### config.mk
export PLATFORM = sky130hd
export DESIGN_NAME = trap_sequencer_flat
export DESIGN_NICKNAME = d
export VERILOG_FILES = /design/src/rtl/trap_if.sv /design/src/rtl/trap_sequencer.sv /design/src/flat_wrapper.sv
export SDC_FILE = /design/constraint.sdc
export NUM_CORES = 1
export LEC_CHECK = 0
export BUFFER_PORTS_ARGS = -buffer_cell sky130_fd_sc_hd__buf_2
export CAP_MARGIN = 25
export CELL_PAD_IN_SITES_DETAIL_PLACEMENT = 1
export CELL_PAD_IN_SITES_GLOBAL_PLACEMENT = 2
export CORE_ASPECT_RATIO = 0.5
export CORE_MARGIN = 5
export CORE_UTILIZATION = 24
export CTS_CLUSTER_SIZE = 30
export DETAILED_ROUTE_END_ITERATION = 6
export HOLD_SLACK_MARGIN = 0.05
export PLACE_DENSITY = 0.9
export SYNTH_ARGS = -nofsm -noshare
export SYNTH_HDL_FRONTEND = slang
export SYNTH_SLANG_ARGS = --single-unit
### constraint.sdc
create_clock -name clk -period 2.1 [get_ports clk]
set_input_delay 0.21 -clock clk [delete_from_list [all_inputs] [get_ports clk]]
set_output_delay 0.21 -clock clk [all_outputs]
set_load 0.02 [all_outputs]
### src/rtl/trap_if.sv
// Commit-side trap interface: requests, CSR state and pipeline status in; CSR strobes and redirect out.
// The master modport belongs to the commit/CSR logic. The slave modport belongs to trap_sequencer.
interface trap_if;
  logic        exception_valid;
  logic [4:0]  exception_code;
  logic [31:0] exception_pc;
  logic [31:0] exception_tval;
  logic [5:0]  irq_pending;
  logic        global_ie;
  logic [31:0] interrupt_pc;
  logic        mret_valid;
  logic [31:0] mtvec;
  logic [31:0] mepc;
  logic        pipeline_drained;
  logic        redirect_ready;

  logic        trap_accept;
  logic        busy;
  logic        flush;
  logic        csr_trap_we;
  logic        csr_mret_we;
  logic [31:0] csr_mepc;
  logic [31:0] csr_mcause;
  logic [31:0] csr_mtval;
  logic        redirect_valid;
  logic [31:0] redirect_pc;
  logic        drain_timeout;

  modport master (
    output exception_valid, exception_code, exception_pc, exception_tval,
           irq_pending, global_ie, interrupt_pc, mret_valid, mtvec, mepc,
           pipeline_drained, redirect_ready,
    input  trap_accept, busy, flush, csr_trap_we, csr_mret_we, csr_mepc,
           csr_mcause, csr_mtval, redirect_valid, redirect_pc, drain_timeout
  );

  modport slave (
    input  exception_valid, exception_code, exception_pc, exception_tval,
           irq_pending, global_ie, interrupt_pc, mret_valid, mtvec, mepc,
           pipeline_drained, redirect_ready,
    output trap_accept, busy, flush, csr_trap_we, csr_mret_we, csr_mepc,
           csr_mcause, csr_mtval, redirect_valid, redirect_pc, drain_timeout
  );
endinterface

### src/rtl/trap_sequencer.sv
// Machine-mode trap controller: picks one exception, MRET or interrupt, then steps through
// flush, a single CSR update and a fetch redirect.
module trap_sequencer #(
  parameter bit          VECTORED_EN      = 1'b1,
  parameter int unsigned MAX_DRAIN_CYCLES = 255
) (
  input logic   clk,
  input logic   rst_n,
  trap_if.slave bus
);
  typedef enum logic [1:0] {S_IDLE, S_FLUSH, S_UPDATE, S_REDIRECT} state_t;
  typedef enum logic [1:0] {K_EXC, K_IRQ, K_MRET} kind_t;

  localparam logic [7:0] DRAIN_LIMIT = 8'(MAX_DRAIN_CYCLES);

  state_t      state_q, state_d;
  kind_t       kind_q, sel_kind;
  logic [4:0]  irq_code, code_q;
  logic        is_irq_q;
  logic [31:0] pc_q, tval_q, redirect_pc_q;
  logic        trap_accept_q;
  logic [7:0]  drain_cnt_q, drain_cnt_inc;
  logic        drain_timeout_q;
  logic        irq_req, take;
  logic [31:0] base, target;
  logic        flush, csr_trap_we, csr_mret_we, redirect_valid, busy;

  assign irq_req = bus.global_ie & (|bus.irq_pending);
  assign take    = (state_q == S_IDLE) & (bus.exception_valid | bus.mret_valid | irq_req);

  // NOTE: every signal written in an always_comb gets a default first, so that no path leaves
  // the signal unassigned and infers a latch.
  always_comb begin
    irq_code = 5'd5;
    if      (bus.irq_pending[5]) irq_code = 5'd11;
    else if (bus.irq_pending[1]) irq_code = 5'd3;
    else if (bus.irq_pending[3]) irq_code = 5'd7;
    else if (bus.irq_pending[4]) irq_code = 5'd9;
    else if (bus.irq_pending[0]) irq_code = 5'd1;

    sel_kind = K_IRQ;
    if      (bus.exception_valid) sel_kind = K_EXC;
    else if (bus.mret_valid)      sel_kind = K_MRET;
  end

  // Vector offset applies only to interrupts, and only in vectored mode (MODE=01).
  always_comb begin
    base   = bus.mtvec & 32'hFFFF_FFFC;
    target = base;
    if (kind_q == K_MRET)
      target = bus.mepc & 32'hFFFF_FFFE;
    else if (VECTORED_EN && (kind_q == K_IRQ) && (bus.mtvec[1:0] == 2'b01))
      target = base + {25'b0, code_q, 2'b00};
  end

  always_comb begin
    state_d        = state_q;
    flush          = 1'b0;
    csr_trap_we    = 1'b0;
    csr_mret_we    = 1'b0;
    redirect_valid = 1'b0;
    busy           = (state_q != S_IDLE);
    case (state_q)
      S_IDLE:     if (take) state_d = S_FLUSH;
      S_FLUSH: begin
        flush = 1'b1;
        if (bus.pipeline_drained) state_d = S_UPDATE;
      end
      S_UPDATE: begin
        csr_trap_we = (kind_q != K_MRET);
        csr_mret_we = (kind_q == K_MRET);
        state_d     = S_REDIRECT;
      end
      S_REDIRECT: begin
        redirect_valid = 1'b1;
        if (bus.redirect_ready) state_d = S_IDLE;
      end
      default:    state_d = S_IDLE;
    endcase
  end

  // NOTE: sequential state is updated with non-blocking assignments only, so every register
  // samples the pre-edge value of every other register.
  always_ff @(posedge clk or negedge rst_n) begin
    if (!rst_n) state_q <= S_IDLE;
    else        state_q <= state_d;
  end

  assign drain_cnt_inc = (drain_cnt_q == 8'hFF) ? drain_cnt_q : drain_cnt_q + 8'd1;

  always_ff @(posedge clk or negedge rst_n) begin
    if (!rst_n) begin
      kind_q          <= K_EXC;
      code_q          <= '0;
      is_irq_q        <= 1'b0;
      pc_q            <= '0;
      tval_q          <= '0;
      trap_accept_q   <= 1'b0;
      redirect_pc_q   <= '0;
      drain_cnt_q     <= '0;
      drain_timeout_q <= 1'b0;
    end else begin
      trap_accept_q <= take;
      if (take) begin
        kind_q <= sel_kind;
        // An MRET leaves the trap data registers alone, so csr_* keep their last value.
        if (sel_kind != K_MRET) begin
          is_irq_q <= (sel_kind == K_IRQ);
          code_q   <= (sel_kind == K_IRQ) ? irq_code : bus.exception_code;
          pc_q     <= (sel_kind == K_IRQ) ? bus.interrupt_pc : bus.exception_pc;
          tval_q   <= (sel_kind == K_IRQ) ? 32'h0 : bus.exception_tval;
        end
      end
      if (state_q == S_FLUSH) begin
        drain_cnt_q <= drain_cnt_inc;
        if (drain_cnt_inc == DRAIN_LIMIT) drain_timeout_q <= 1'b1;
      end else begin
        drain_cnt_q <= '0;
      end
      if (state_q == S_UPDATE) redirect_pc_q <= target;
    end
  end

  assign bus.trap_accept    = trap_accept_q;
  assign bus.busy           = busy;
  assign bus.flush          = flush;
  assign bus.csr_trap_we    = csr_trap_we;
  assign bus.csr_mret_we    = csr_mret_we;
  assign bus.csr_mepc       = pc_q;
  assign bus.csr_mcause     = {is_irq_q, 26'b0, code_q};
  assign bus.csr_mtval      = tval_q;
  assign bus.redirect_valid = redirect_valid;
  assign bus.redirect_pc    = redirect_pc_q;
  assign bus.drain_timeout  = drain_timeout_q;
endmodule

### src/flat_wrapper.sv
// flat-port wrapper written by rule: the top's interface ports become plain ports
module trap_sequencer_flat 
#(
  parameter bit          VECTORED_EN      = 1'b1,
  parameter int unsigned MAX_DRAIN_CYCLES = 255
)
  (clk, rst_n, bus_exception_valid, bus_exception_code, bus_exception_pc, bus_exception_tval, bus_irq_pending, bus_global_ie, bus_interrupt_pc, bus_mret_valid, bus_mtvec, bus_mepc, bus_pipeline_drained, bus_redirect_ready, bus_trap_accept, bus_busy, bus_flush, bus_csr_trap_we, bus_csr_mret_we, bus_csr_mepc, bus_csr_mcause, bus_csr_mtval, bus_redirect_valid, bus_redirect_pc, bus_drain_timeout);
  trap_if bus_i ();
  input logic clk;
  input logic rst_n;
  input wire logic [$bits(bus_i.exception_valid)-1:0] bus_exception_valid;
  input wire logic [$bits(bus_i.exception_code)-1:0] bus_exception_code;
  input wire logic [$bits(bus_i.exception_pc)-1:0] bus_exception_pc;
  input wire logic [$bits(bus_i.exception_tval)-1:0] bus_exception_tval;
  input wire logic [$bits(bus_i.irq_pending)-1:0] bus_irq_pending;
  input wire logic [$bits(bus_i.global_ie)-1:0] bus_global_ie;
  input wire logic [$bits(bus_i.interrupt_pc)-1:0] bus_interrupt_pc;
  input wire logic [$bits(bus_i.mret_valid)-1:0] bus_mret_valid;
  input wire logic [$bits(bus_i.mtvec)-1:0] bus_mtvec;
  input wire logic [$bits(bus_i.mepc)-1:0] bus_mepc;
  input wire logic [$bits(bus_i.pipeline_drained)-1:0] bus_pipeline_drained;
  input wire logic [$bits(bus_i.redirect_ready)-1:0] bus_redirect_ready;
  output wire logic [$bits(bus_i.trap_accept)-1:0] bus_trap_accept;
  output wire logic [$bits(bus_i.busy)-1:0] bus_busy;
  output wire logic [$bits(bus_i.flush)-1:0] bus_flush;
  output wire logic [$bits(bus_i.csr_trap_we)-1:0] bus_csr_trap_we;
  output wire logic [$bits(bus_i.csr_mret_we)-1:0] bus_csr_mret_we;
  output wire logic [$bits(bus_i.csr_mepc)-1:0] bus_csr_mepc;
  output wire logic [$bits(bus_i.csr_mcause)-1:0] bus_csr_mcause;
  output wire logic [$bits(bus_i.csr_mtval)-1:0] bus_csr_mtval;
  output wire logic [$bits(bus_i.redirect_valid)-1:0] bus_redirect_valid;
  output wire logic [$bits(bus_i.redirect_pc)-1:0] bus_redirect_pc;
  output wire logic [$bits(bus_i.drain_timeout)-1:0] bus_drain_timeout;
  assign bus_i.exception_valid = bus_exception_valid;
  assign bus_i.exception_code = bus_exception_code;
  assign bus_i.exception_pc = bus_exception_pc;
  assign bus_i.exception_tval = bus_exception_tval;
  assign bus_i.irq_pending = bus_irq_pending;
  assign bus_i.global_ie = bus_global_ie;
  assign bus_i.interrupt_pc = bus_interrupt_pc;
  assign bus_i.mret_valid = bus_mret_valid;
  assign bus_i.mtvec = bus_mtvec;
  assign bus_i.mepc = bus_mepc;
  assign bus_i.pipeline_drained = bus_pipeline_drained;
  assign bus_i.redirect_ready = bus_redirect_ready;
  assign bus_trap_accept = bus_i.trap_accept;
  assign bus_busy = bus_i.busy;
  assign bus_flush = bus_i.flush;
  assign bus_csr_trap_we = bus_i.csr_trap_we;
  assign bus_csr_mret_we = bus_i.csr_mret_we;
  assign bus_csr_mepc = bus_i.csr_mepc;
  assign bus_csr_mcause = bus_i.csr_mcause;
  assign bus_csr_mtval = bus_i.csr_mtval;
  assign bus_redirect_valid = bus_i.redirect_valid;
  assign bus_redirect_pc = bus_i.redirect_pc;
  assign bus_drain_timeout = bus_i.drain_timeout;
  trap_sequencer #(.VECTORED_EN(VECTORED_EN), .MAX_DRAIN_CYCLES(MAX_DRAIN_CYCLES)) u_core (.clk(clk), .rst_n(rst_n), .bus(bus_i));
endmodule
==> results of run 1 <==
kinds of logic after synthesis:
kind of cell,count (synthesis),share of synthesized area [%]
and+or+nand+nor,158,13.20
AOI/OAI and AO/OA,144,17.57
DFF,115,48.04
buffers and inverters,74,7.310
muxes,42,7.101
xor gates and xnor gates,28,4.094
adders and majority gates,12,2.632
other,1,0.06260
per-stage QoR:
stage          std cells  hold WS [ns]  TNS, ns  util [%]  area (um2)
6_report            1269       0.07077  -0.9604     37.21        9032
3_3_place_gp        1189       0.07827  -0.8913     32.42        7870
5_1_grt             1269       0.06208   -2.448     37.21        9032
4_1_cts             1263       0.05110  -0.8699     36.76        8922
3_5_place_dp        1189       0.08150   -1.843     32.42        7870
2_1_floorplan        600      -0.08559  -0.1275         -        6120
cells in the final DEF, fill, tap and decap left out, types with 5 or more instances in the layout:
master / count
conb_1: 27
nor2_1: 27
buf_4: 26
inv_1: 13
o21ai_0: 32
and3_1: 18
dlygate4sd3_1: 38
o21ai_1: 15
mux2i_1: 38
dfrtp_1: 113
nand2_1: 53
a22o_1: 33
and2_1: 6
o221ai_1: 5
xor2_1: 18
nand4_1: 8
nand3_1: 12
clkbuf_16: 17
diode_2: 5
xnor2_1: 8
a31oi_1: 6
ha_1: 7
a21oi_1: 9
buf_12: 5
clkbuf_8: 6
buf_2: 283
a221o_1: 15
synthesized netlist by cell type (3+ instances only):
cell | n | area (um2)
nor2b_1 | 3 | 18.77
mux2_2 | 4 | 45.04
buf_4 | 29 | 217.7
o21ai_1 | 14 | 70.07
xnor2_1 | 8 | 70.07
o22ai_1 | 3 | 18.77
a211oi_1 | 5 | 37.54
a21oi_1 | 10 | 50.05
and2_1 | 6 | 37.54
o221ai_1 | 5 | 43.79
nor3b_1 | 4 | 30.03
nand3_1 | 13 | 65.06
buf_2 | 4 | 20.02
nand4_1 | 8 | 50.05
o21a_1 | 4 | 30.03
nand2_1 | 55 | 206.5
mux2i_1 | 38 | 380.4
nor3_1 | 7 | 35.03
o2bb2ai_1 | 3 | 26.28
and3_1 | 18 | 112.6
a22o_1 | 33 | 289.0
clkbuf_1 | 17 | 63.81
inv_1 | 14 | 52.55
o21ai_0 | 33 | 165.2
a31oi_1 | 6 | 37.54
nor2_1 | 31 | 116.4
dfrtp_1 | 115 | 2878
ha_1 | 11 | 137.6
buf_6 | 6 | 67.56
xor2_1 | 20 | 175.2
a221o_1 | 15 | 150.1
final timing paths:
| kind | slack [ns] | depth (start not counted) | from | end |
|---|---|---|---|---|
| setup / recovery | -0.12 | 8 | u_core.code_q[0] | u_core.bus.redirect_pc[26] |
| hold / removal | 0.07 | 3 | bus_exception_pc[22] | u_core.bus.csr_mepc[22] |
| setup reg to reg | -0.12 | 8 | u_core.code_q[0] | u_core.bus.redirect_pc[26] |
| hold reg to reg | 0.48 | 2 | u_core.bus.csr_mepc[12] | u_core.bus.csr_mepc[12] |
| max in group asynchronous | 1.24 | 3 | rst_n | u_core.code_q[0] |
| min in group asynchronous | 0.20 | 2 | rst_n | u_core.drain_cnt_q[7] |
critical path, cell delays in order, from the launching register on:
cell      delay [ns]
dfrtp_2         0.42
ha_4            0.17
fa_2            0.39
a211oi_4        0.25
nor2_2          0.09
nor2_4          0.19
nor3b_1         0.09
xor2_1          0.15
a221o_1         0.33
layer usage:
layer | part of all wire [%] | up-vias
met5 | 0 | -
met4 | 4.0 | 0
met3 | 2.9 | 55
met2 | 54 | 140
met1 | 39 | 2926
li1 | - | 2703
registers in the layout, indices dropped and copies added (netlist names):
signal and count:
u_core.state_q 2, u_core.bus.csr_mepc 32, u_core.bus.trap_accept 1, u_core.bus.redirect_pc 31, u_core.code_q 5, u_core.kind_q 2, u_core.drain_cnt_q 8, u_core.bus.drain_timeout 1
u_core.bus.csr_mtval 32, u_core.is_irq_q 1
repair_timing:
action / CTS / global route
buffers inserted: 5 / 1
hold endpoints to repair: 152 / 0
setup endpoints to repair: 23 / 26
gates cloned: 1 / 0
pin swaps: 17 / 19
hold buffers: 38 / 0
gates resized for setup: 15 / 18
where the power goes:
part / switching (W) / total (W) / internal [W] / leakage, nW
Clock: 0.00103 / 0.00270 / 0.00168 / 0.268
Combinational: 0.00383 / 0.00620 / 0.00237 / 2.77
Sequential: 0.000581 / 0.00379 / 0.00321 / 1.44
area by class of cell:
type                            count  area, um2  area share (%)
Timing Repair Buffer              356       2137           23.66
Sequential cell                   115       2880           31.89
Inverter                           15      60.06          0.6649
Antenna cell                        5      12.51          0.1385
Clock buffer                       26      519.2           5.749
Timing Repair inverter              1      5.005         0.05541
Clock inverter                      4      22.52          0.2493
Multi-Input combinational cell    411       2975           32.94
Tap cell                          336      420.4           4.654
==> report_table.html, run 1 <==
<table>
<tr><th>Metric</th><th>Value</th></tr>
<tr><th colspan="2">Power</th></tr>
<tr><td>Maximum VDD drop</td><td>0.5820 mV</td></tr>
<tr><td>Post-layout power</td><td>0.01270 W</td></tr>
<tr><td>Power density over the cells</td><td>1406 mW/mm2</td></tr>
<tr><td>Leakage power total</td><td>about 4.5 nW</td></tr>
<tr><th colspan="2">Route</th></tr>
<tr><td>DRT antenna net count</td><td>0</td></tr>
<tr><td>Total Wirelength</td><td>between 20000 and 25000 um</td></tr>
<tr><td>Via count of the routed design</td><td>5824</td></tr>
<tr><td>Post-detailed-route wirelength per cell</td><td>roughly 19 um</td></tr>
<tr><td>Drc violations</td><td>0</td></tr>
<tr><td>Via/cell ratio</td><td>4.589</td></tr>
<tr><td>Number of iterations in the first detailed-routing pass</td><td>4</td></tr>
<tr><td>First DRT Iteration DRCs</td><td>319</td></tr>
<tr><th colspan="2">CTS</th></tr>
<tr><td>Clock Path Buffers</td><td>2</td></tr>
<tr><td>Num Clock Sinks</td><td>115</td></tr>
<tr><td>Root Buffer Master</td><td>clkbuf_16</td></tr>
<tr><td>H-Tree Level Count</td><td>4</td></tr>
<tr><td>Inserted Clock Buffers</td><td>17</td></tr>
<tr><td>Clock latency reported for the late side of the worst-skew pair</td><td>a little over 0.4 ns</td></tr>
<tr><td>Clock-pin slew on the worst setup and hold paths</td><td>0.06 ns</td></tr>
<tr><td>CTS tree</td><td>built</td></tr>
<tr><th colspan="2">Synth</th></tr>
<tr><td>Yosys reg bits</td><td>115</td></tr>
<tr><td>Synth Area per Inst</td><td>around 10 um2</td></tr>
<tr><td>Cell area after synthesis</td><td>0.005991 mm2</td></tr>
<tr><td>Number of cells produced by synthesis</td><td>574</td></tr>
<tr><td>Proportion of register bits with asynchronous set or reset after synthesis</td><td>100.0%</td></tr>
<tr><td>Number of synthesized flops with an enable pin</td><td>0</td></tr>
<tr><td>Post-synthesis cell type count</td><td>between 50 and 60</td></tr>
<tr><td>Portion of the post-synthesis area used by sequential elements</td><td>48.04%</td></tr>
<tr><td>Syn. warnings</td><td>0</td></tr>
<tr><td>Most frequently used flop master after synthesis</td><td>dfrtp_1</td></tr>
<tr><th colspan="2">Place</th></tr>
<tr><td>Post-place setup slack</td><td>-0.1706 ns</td></tr>
<tr><td>Routability Congestion</td><td>0.8622</td></tr>
<tr><td>Number of buffer cells added on primary ports</td><td>284</td></tr>
<tr><td>Detailed-placement wirelength estimate</td><td>around 18000 um</td></tr>
<tr><th colspan="2">Floorplanning</th></tr>
<tr><td>Row count</td><td>40</td></tr>
<tr><td>Floorplan Core Area</td><td>0.02427 mm2</td></tr>
<tr><td>Die Span X</td><td>233.4 um</td></tr>
<tr><td>Number of top-level design ports</td><td>~310</td></tr>
<tr><td>Die ar.</td><td>about 0.028 mm2</td></tr>
<tr><td>Die H</td><td>121.7 um</td></tr>
<tr><td>Starting Density</td><td>24.68%</td></tr>
<tr><th colspan="2">Timing</th></tr>
<tr><td>Slew at the pin closest to its max-slew limit</td><td>0.5429 ns</td></tr>
<tr><td>Slew margin rel.</td><td>between 60 and 70%</td></tr>
<tr><td>Final period utilization</td><td>105.5%</td></tr>
<tr><td>Final Hold Viols</td><td>0</td></tr>
<tr><td>Peak Freq</td><td>approximately 0.45 GHz</td></tr>
<tr><td># setup viols final</td><td>18</td></tr>
<tr><td>Min setup slack post-route</td><td>-0.1151 ns</td></tr>
<tr><td>Time the worst path needs with I/O delays and setup</td><td>2.215 ns</td></tr>
<tr><td>Max Slew Vio Count</td><td>0</td></tr>
<tr><td>RSZ-0062 raised after global routing</td><td>true</td></tr>
<tr><td>Clock Skews</td><td>0.006851 ns</td></tr>
<tr><th colspan="2">Global routing</th></tr>
<tr><td>Global-route wire length before repair</td><td>36290 um</td></tr>
<tr><td>Maximum number of pins on one net before global-route repair</td><td>73</td></tr>
<tr><td>Layer with the highest usage</td><td>met2</td></tr>
<tr><td>Vias in the first global route</td><td>approximately 6400</td></tr>
<tr><td>All-layer global routing usage</td><td>16.51%</td></tr>
<tr><td>Met1 layer usage reported by global route</td><td>18.50%</td></tr>
<tr><td>Met3 capacity usage during global routing</td><td>3.051%</td></tr>
<tr><td>Remaining Overflow, GRT</td><td>0</td></tr>
<tr><td>Number of antenna violations at the first check in global routing</td><td>5</td></tr>
<tr><td>Met2 GRT Util</td><td>30.24%</td></tr>
<tr><th colspan="2">Critical path</th></tr>
<tr><td>Maximum fanout count along the critical path</td><td>5</td></tr>
<tr><td>Data arrival time of the critical path</td><td>2.51 ns</td></tr>
<tr><td>Start-to-end type of the worst setup path</td><td>flip-flop to flip-flop</td></tr>
<tr><td>Critical path data required time</td><td>approximately 2.4 ns</td></tr>
<tr><td>Sort of element at the start of the critical path</td><td>flip-flop</td></tr>
<tr><td>Type of destination of the critical path</td><td>flip-flop</td></tr>
<tr><th colspan="2">Run status</th></tr>
<tr><td>Outcome</td><td>finished with violations</td></tr>
<tr><td>Violations in the final reports</td><td>negative setup slack</td></tr>
<tr><th colspan="2">Hold path</th></tr>
<tr><td>Worst hold path class</td><td>input pin to flip-flop</td></tr>
<tr><th colspan="2">Finish</th></tr>
<tr><td>Signed area change from the synthesized netlist to the final layout</td><td>50.77%</td></tr>
<tr><td>Final-layout fill cell count</td><td>2806</td></tr>
<tr><td>Nets@finish</td><td>1107</td></tr>
<tr><td>Ratio of cells with drive above 1 in the final layout</td><td>41.70%</td></tr>
<tr><th colspan="2">Run</th></tr>
<tr><td>Max-cap violations</td><td>0</td></tr>
</table>
Note: power is estimated with default switching activity, not from simulation.
==> inputs of run 2 (changes only) <==
--- a/config.mk
+++ b/config.mk
@@ -11,11 +11,11 @@
 export CELL_PAD_IN_SITES_GLOBAL_PLACEMENT = 2
 export CORE_ASPECT_RATIO = 0.5
 export CORE_MARGIN = 5
-export CORE_UTILIZATION = 24
+export CORE_UTILIZATION = 28
 export CTS_CLUSTER_SIZE = 30
 export DETAILED_ROUTE_END_ITERATION = 6
 export HOLD_SLACK_MARGIN = 0.05
-export PLACE_DENSITY = 0.9
+export PLACE_DENSITY = 0.95
 export SYNTH_ARGS = -nofsm -noshare
 export SYNTH_HDL_FRONTEND = slang
 export SYNTH_SLANG_ARGS = --single-unit
==> constraint.sdc (replaced) <==
create_clock -name clk -period 2.7 [get_ports clk]
set_input_delay 0.27 -clock clk [delete_from_list [all_inputs] [get_ports clk]]
set_output_delay 0.27 -clock clk [all_outputs]
set_load 0.02 [all_outputs]
==> run 2 against run 1 <==
Largest power group unchanged; register-to-register slack improved by 0.31 ns; the run now ends clean; routed wire length decreased by 11%; non-clock buffer count decreased by 52.
==> report_table.html, run 2 (same netlist as run 1, synthesis figures left out) <==
<table>
<tr><th>Metric</th><th>Value</th></tr>
<tr><th colspan="2">Place</th></tr>
<tr><td>Routability Congestion</td><td>0.8783 (was 0.8622)</td></tr>
<tr><td>Detailed-placement wirelength estimate</td><td>16950 um (was 17950 um)</td></tr>
<tr><td>Number of buffer cells added on primary ports</td><td>284 (unchanged)</td></tr>
<tr><td>Cell count after placement</td><td>1113 (was 1189)</td></tr>
<tr><th colspan="2">Route</th></tr>
<tr><td>Via count of the routed design</td><td>5483 (was 5824)</td></tr>
<tr><td>Number of iterations in the first detailed-routing pass</td><td>6 (was 4)</td></tr>
<tr><td>Drc violations</td><td>0 (unchanged)</td></tr>
<tr><td>DRT antenna net count</td><td>0 (unchanged)</td></tr>
<tr><td>First DRT Iteration DRCs</td><td>203 (was 319)</td></tr>
<tr><td>Total Wirelength</td><td>21450 um (was 24190 um)</td></tr>
<tr><td>Post-detailed-route wirelength per cell</td><td>18.69 um (was 19.06 um)</td></tr>
<tr><td>Via/cell ratio</td><td>4.776 (was 4.589)</td></tr>
<tr><th colspan="2">Run status</th></tr>
<tr><td>Outcome</td><td>complete, no violations (was finished with violations)</td></tr>
<tr><th colspan="2">CTS</th></tr>
<tr><td>Num Clock Sinks</td><td>115 (unchanged)</td></tr>
<tr><td>Clock latency reported for the late side of the worst-skew pair</td><td>0.42 ns (was 0.41 ns)</td></tr>
<tr><td>H-Tree Level Count</td><td>4 (unchanged)</td></tr>
<tr><td>CTS tree</td><td>built (unchanged)</td></tr>
<tr><td>Clock-pin slew on the worst setup and hold paths</td><td>0.05 ns (was 0.06 ns)</td></tr>
<tr><td>Number of buffers added for setup after CTS</td><td>0 (was 5)</td></tr>
<tr><td>Clock Path Buffers</td><td>2 (unchanged)</td></tr>
<tr><td>Root Buffer Master</td><td>clkbuf_16 (unchanged)</td></tr>
<tr><td>Inserted Clock Buffers</td><td>17 (unchanged)</td></tr>
<tr><th colspan="2">Finish</th></tr>
<tr><td>Ratio of cells with drive above 1 in the final layout</td><td>39.06% (was 41.70%)</td></tr>
<tr><td>Signed area change from the synthesized netlist to the final layout</td><td>37.36% (was 50.77%)</td></tr>
<tr><td>Final non-filler cell total</td><td>1148 (was 1269)</td></tr>
<tr><td>Most used cells in the layout excluding fill and tap cells</td><td>buf_2, dfrtp_1, nand2_1 (unchanged)</td></tr>
<tr><td>Commonest non-fill, non-tap cell in the layout</td><td>buf_2 (unchanged)</td></tr>
<tr><td>Nets@finish</td><td>1054 (was 1107)</td></tr>
<tr><th colspan="2">Hold path</th></tr>
<tr><td>Worst hold path class</td><td>input pin to flip-flop (unchanged)</td></tr>
<tr><th colspan="2">Timing</th></tr>
<tr><td>RSZ-0062 raised after global routing</td><td>false (was true)</td></tr>
<tr><td>Final Hold Viols</td><td>0 (unchanged)</td></tr>
<tr><td># setup viols final</td><td>0 (was 18)</td></tr>
<tr><td>Peak Freq</td><td>0.3996 GHz (was 0.4514 GHz)</td></tr>
<tr><td>Time the worst path needs with I/O delays and setup</td><td>2.503 ns (was 2.215 ns)</td></tr>
<tr><td>Smallest hold slack</td><td>0.07219 ns (was 0.07077 ns)</td></tr>
<tr><td>Clock Skews</td><td>0.009760 ns (was 0.006851 ns)</td></tr>
<tr><td>Slew at the pin closest to its max-slew limit</td><td>0.7748 ns (was 0.5429 ns)</td></tr>
<tr><td>Max Slew Vio Count</td><td>0 (unchanged)</td></tr>
<tr><td>Setup TNS after final layout</td><td>0 ns (was -0.9604 ns)</td></tr>
<tr><td>Slew margin rel.</td><td>48.29% (was 63.61%)</td></tr>
<tr><td>Final period utilization</td><td>92.69% (was 105.5%)</td></tr>
<tr><th colspan="2">Run</th></tr>
<tr><td>Max-cap violations</td><td>0 (unchanged)</td></tr>
<tr><th colspan="2">Critical path</th></tr>
<tr><td>Maximum fanout count along the critical path</td><td>5 (unchanged)</td></tr>
<tr><td>Data arrival time of the critical path</td><td>2.80 ns (was 2.51 ns)</td></tr>
<tr><td>Sort of element at the start of the critical path</td><td>flip-flop (unchanged)</td></tr>
<tr><td>Start-to-end type of the worst setup path</td><td>flip-flop to flip-flop (unchanged)</td></tr>
<tr><td>Critical path data required time</td><td>3.00 ns (was 2.40 ns)</td></tr>
<tr><td>Type of destination of the critical path</td><td>flip-flop (unchanged)</td></tr>
<tr><th colspan="2">Global routing</th></tr>
<tr><td>Vias in the first global route</td><td>6069 (was 6383)</td></tr>
<tr><td>Global-route wire length before repair</td><td>33170 um (was 36290 um)</td></tr>
<tr><td>Number of antenna violations at the first check in global routing</td><td>3 (was 5)</td></tr>
<tr><td>Maximum number of pins on one net before global-route repair</td><td>76 (was 73)</td></tr>
<tr><td>Remaining Overflow, GRT</td><td>0 (unchanged)</td></tr>
<tr><td>All-layer global routing usage</td><td>17.15% (was 16.51%)</td></tr>
<tr><th colspan="2">Floorplanning</th></tr>
<tr><td>Die H</td><td>113.4 um (was 121.7 um)</td></tr>
<tr><td>Floorplan Core Area</td><td>0.02079 mm2 (was 0.02427 mm2)</td></tr>
<tr><td>Number of top-level design ports</td><td>313 (unchanged)</td></tr>
<tr><td>Row count</td><td>37 (was 40)</td></tr>
<tr><td>Die Span X</td><td>216.9 um (was 233.4 um)</td></tr>
<tr><td>Starting Density</td><td>28.82% (was 24.68%)</td></tr>
<tr><td>Die ar.</td><td>0.02460 mm2 (was 0.02841 mm2)</td></tr>
<tr><th colspan="2">Power</th></tr>
<tr><td>Power density over the cells</td><td>1133 mW/mm2 (was 1406 mW/mm2)</td></tr>
<tr><td>Leakage power total</td><td>4.175 nW (was 4.478 nW)</td></tr>
<tr><td>Maximum VDD drop</td><td>0.3966 mV (was 0.5820 mV)</td></tr>
</table>
-- run 2: worst max-delay path, stage by stage, from the launching register on --
cell and delay, ns:
dfrtp_1 0.40, ha_1 0.25, fa_1 0.43, a211oi_1 0.35, o21bai_1 0.26, nand4_1 0.18
nor2_1 0.07, xor2_1 0.14, a221o_1 0.31
-- run 2: path summary, 6_finish.rpt --
path                       slack, ns                    endpoint                startpoint  cells after the start
min reg2reg                     0.47    u_core.bus.drain_timeout  u_core.bus.drain_timeout                      1
max in group asynchronous       1.72    u_core.bus.csr_mtval[11]                     rst_n                      3
min                             0.07    u_core.bus.csr_mtval[30]    bus_exception_tval[30]                      2
max                             0.20  u_core.bus.redirect_pc[22]          u_core.code_q[0]                      8
max reg2reg                     0.20  u_core.bus.redirect_pc[22]          u_core.code_q[0]                      8
min in group asynchronous       0.34      u_core.bus.csr_mepc[1]                     rst_n                      2
-- run 2: area by class of cell --
cell class | count | area (um2)
Multi-Input combinational cell | 411 | 2793
Timing Repair Buffer | 304 | 1624
Tap cell | 273 | 341.6
Fill cell | 2454 | 12560
Sequential cell | 115 | 2878
Inverter | 15 | 56.30
Clock inverter | 6 | 57.56
Clock buffer | 22 | 474.2
Antenna cell | 2 | 5.005
-- run 2: timing repair --
item / 4_1_cts / 5_1_grt
hold buffers: 5 / 0
setup endpoints to repair: 0 / 4
endpoints found under the hold margin: 32 / 0
gates resized for setup: 0 / 1
-- run 2: power breakdown --
group          switching [W]  total (W)  internal, W
clock               0.000771    0.00208      0.00131
sequential          0.000433    0.00293      0.00249
combinational        0.00274    0.00432      0.00158
-- run 2: layer usage --
metal  track usage, %  up-vias  share of wire [%]
li1                 -     2602                  -
met1            19.63     2711                 39
met2            31.47      126                 54
met3            3.766       42                3.7
met4            6.942        2                2.8
met5                0        -              0.061
-- run 2: metrics by stage --
step | utilization, % | power, W | area [um2] | worst slack (ns)
6_report | 39.59 | 0.009324 | 8229 | 0.1974
3_5_place_dp | 36.75 | 0.007304 | 7640 | 0.1577
4_1_cts | 39.55 | 0.009447 | 8222 | 0.1230
2_1_floorplan | - | 0.005698 | 6088 | 0.3060
5_1_grt | 39.59 | 0.009937 | 8229 | 0.04327
3_3_place_gp | 36.75 | 0.007145 | 7640 | 0.1740
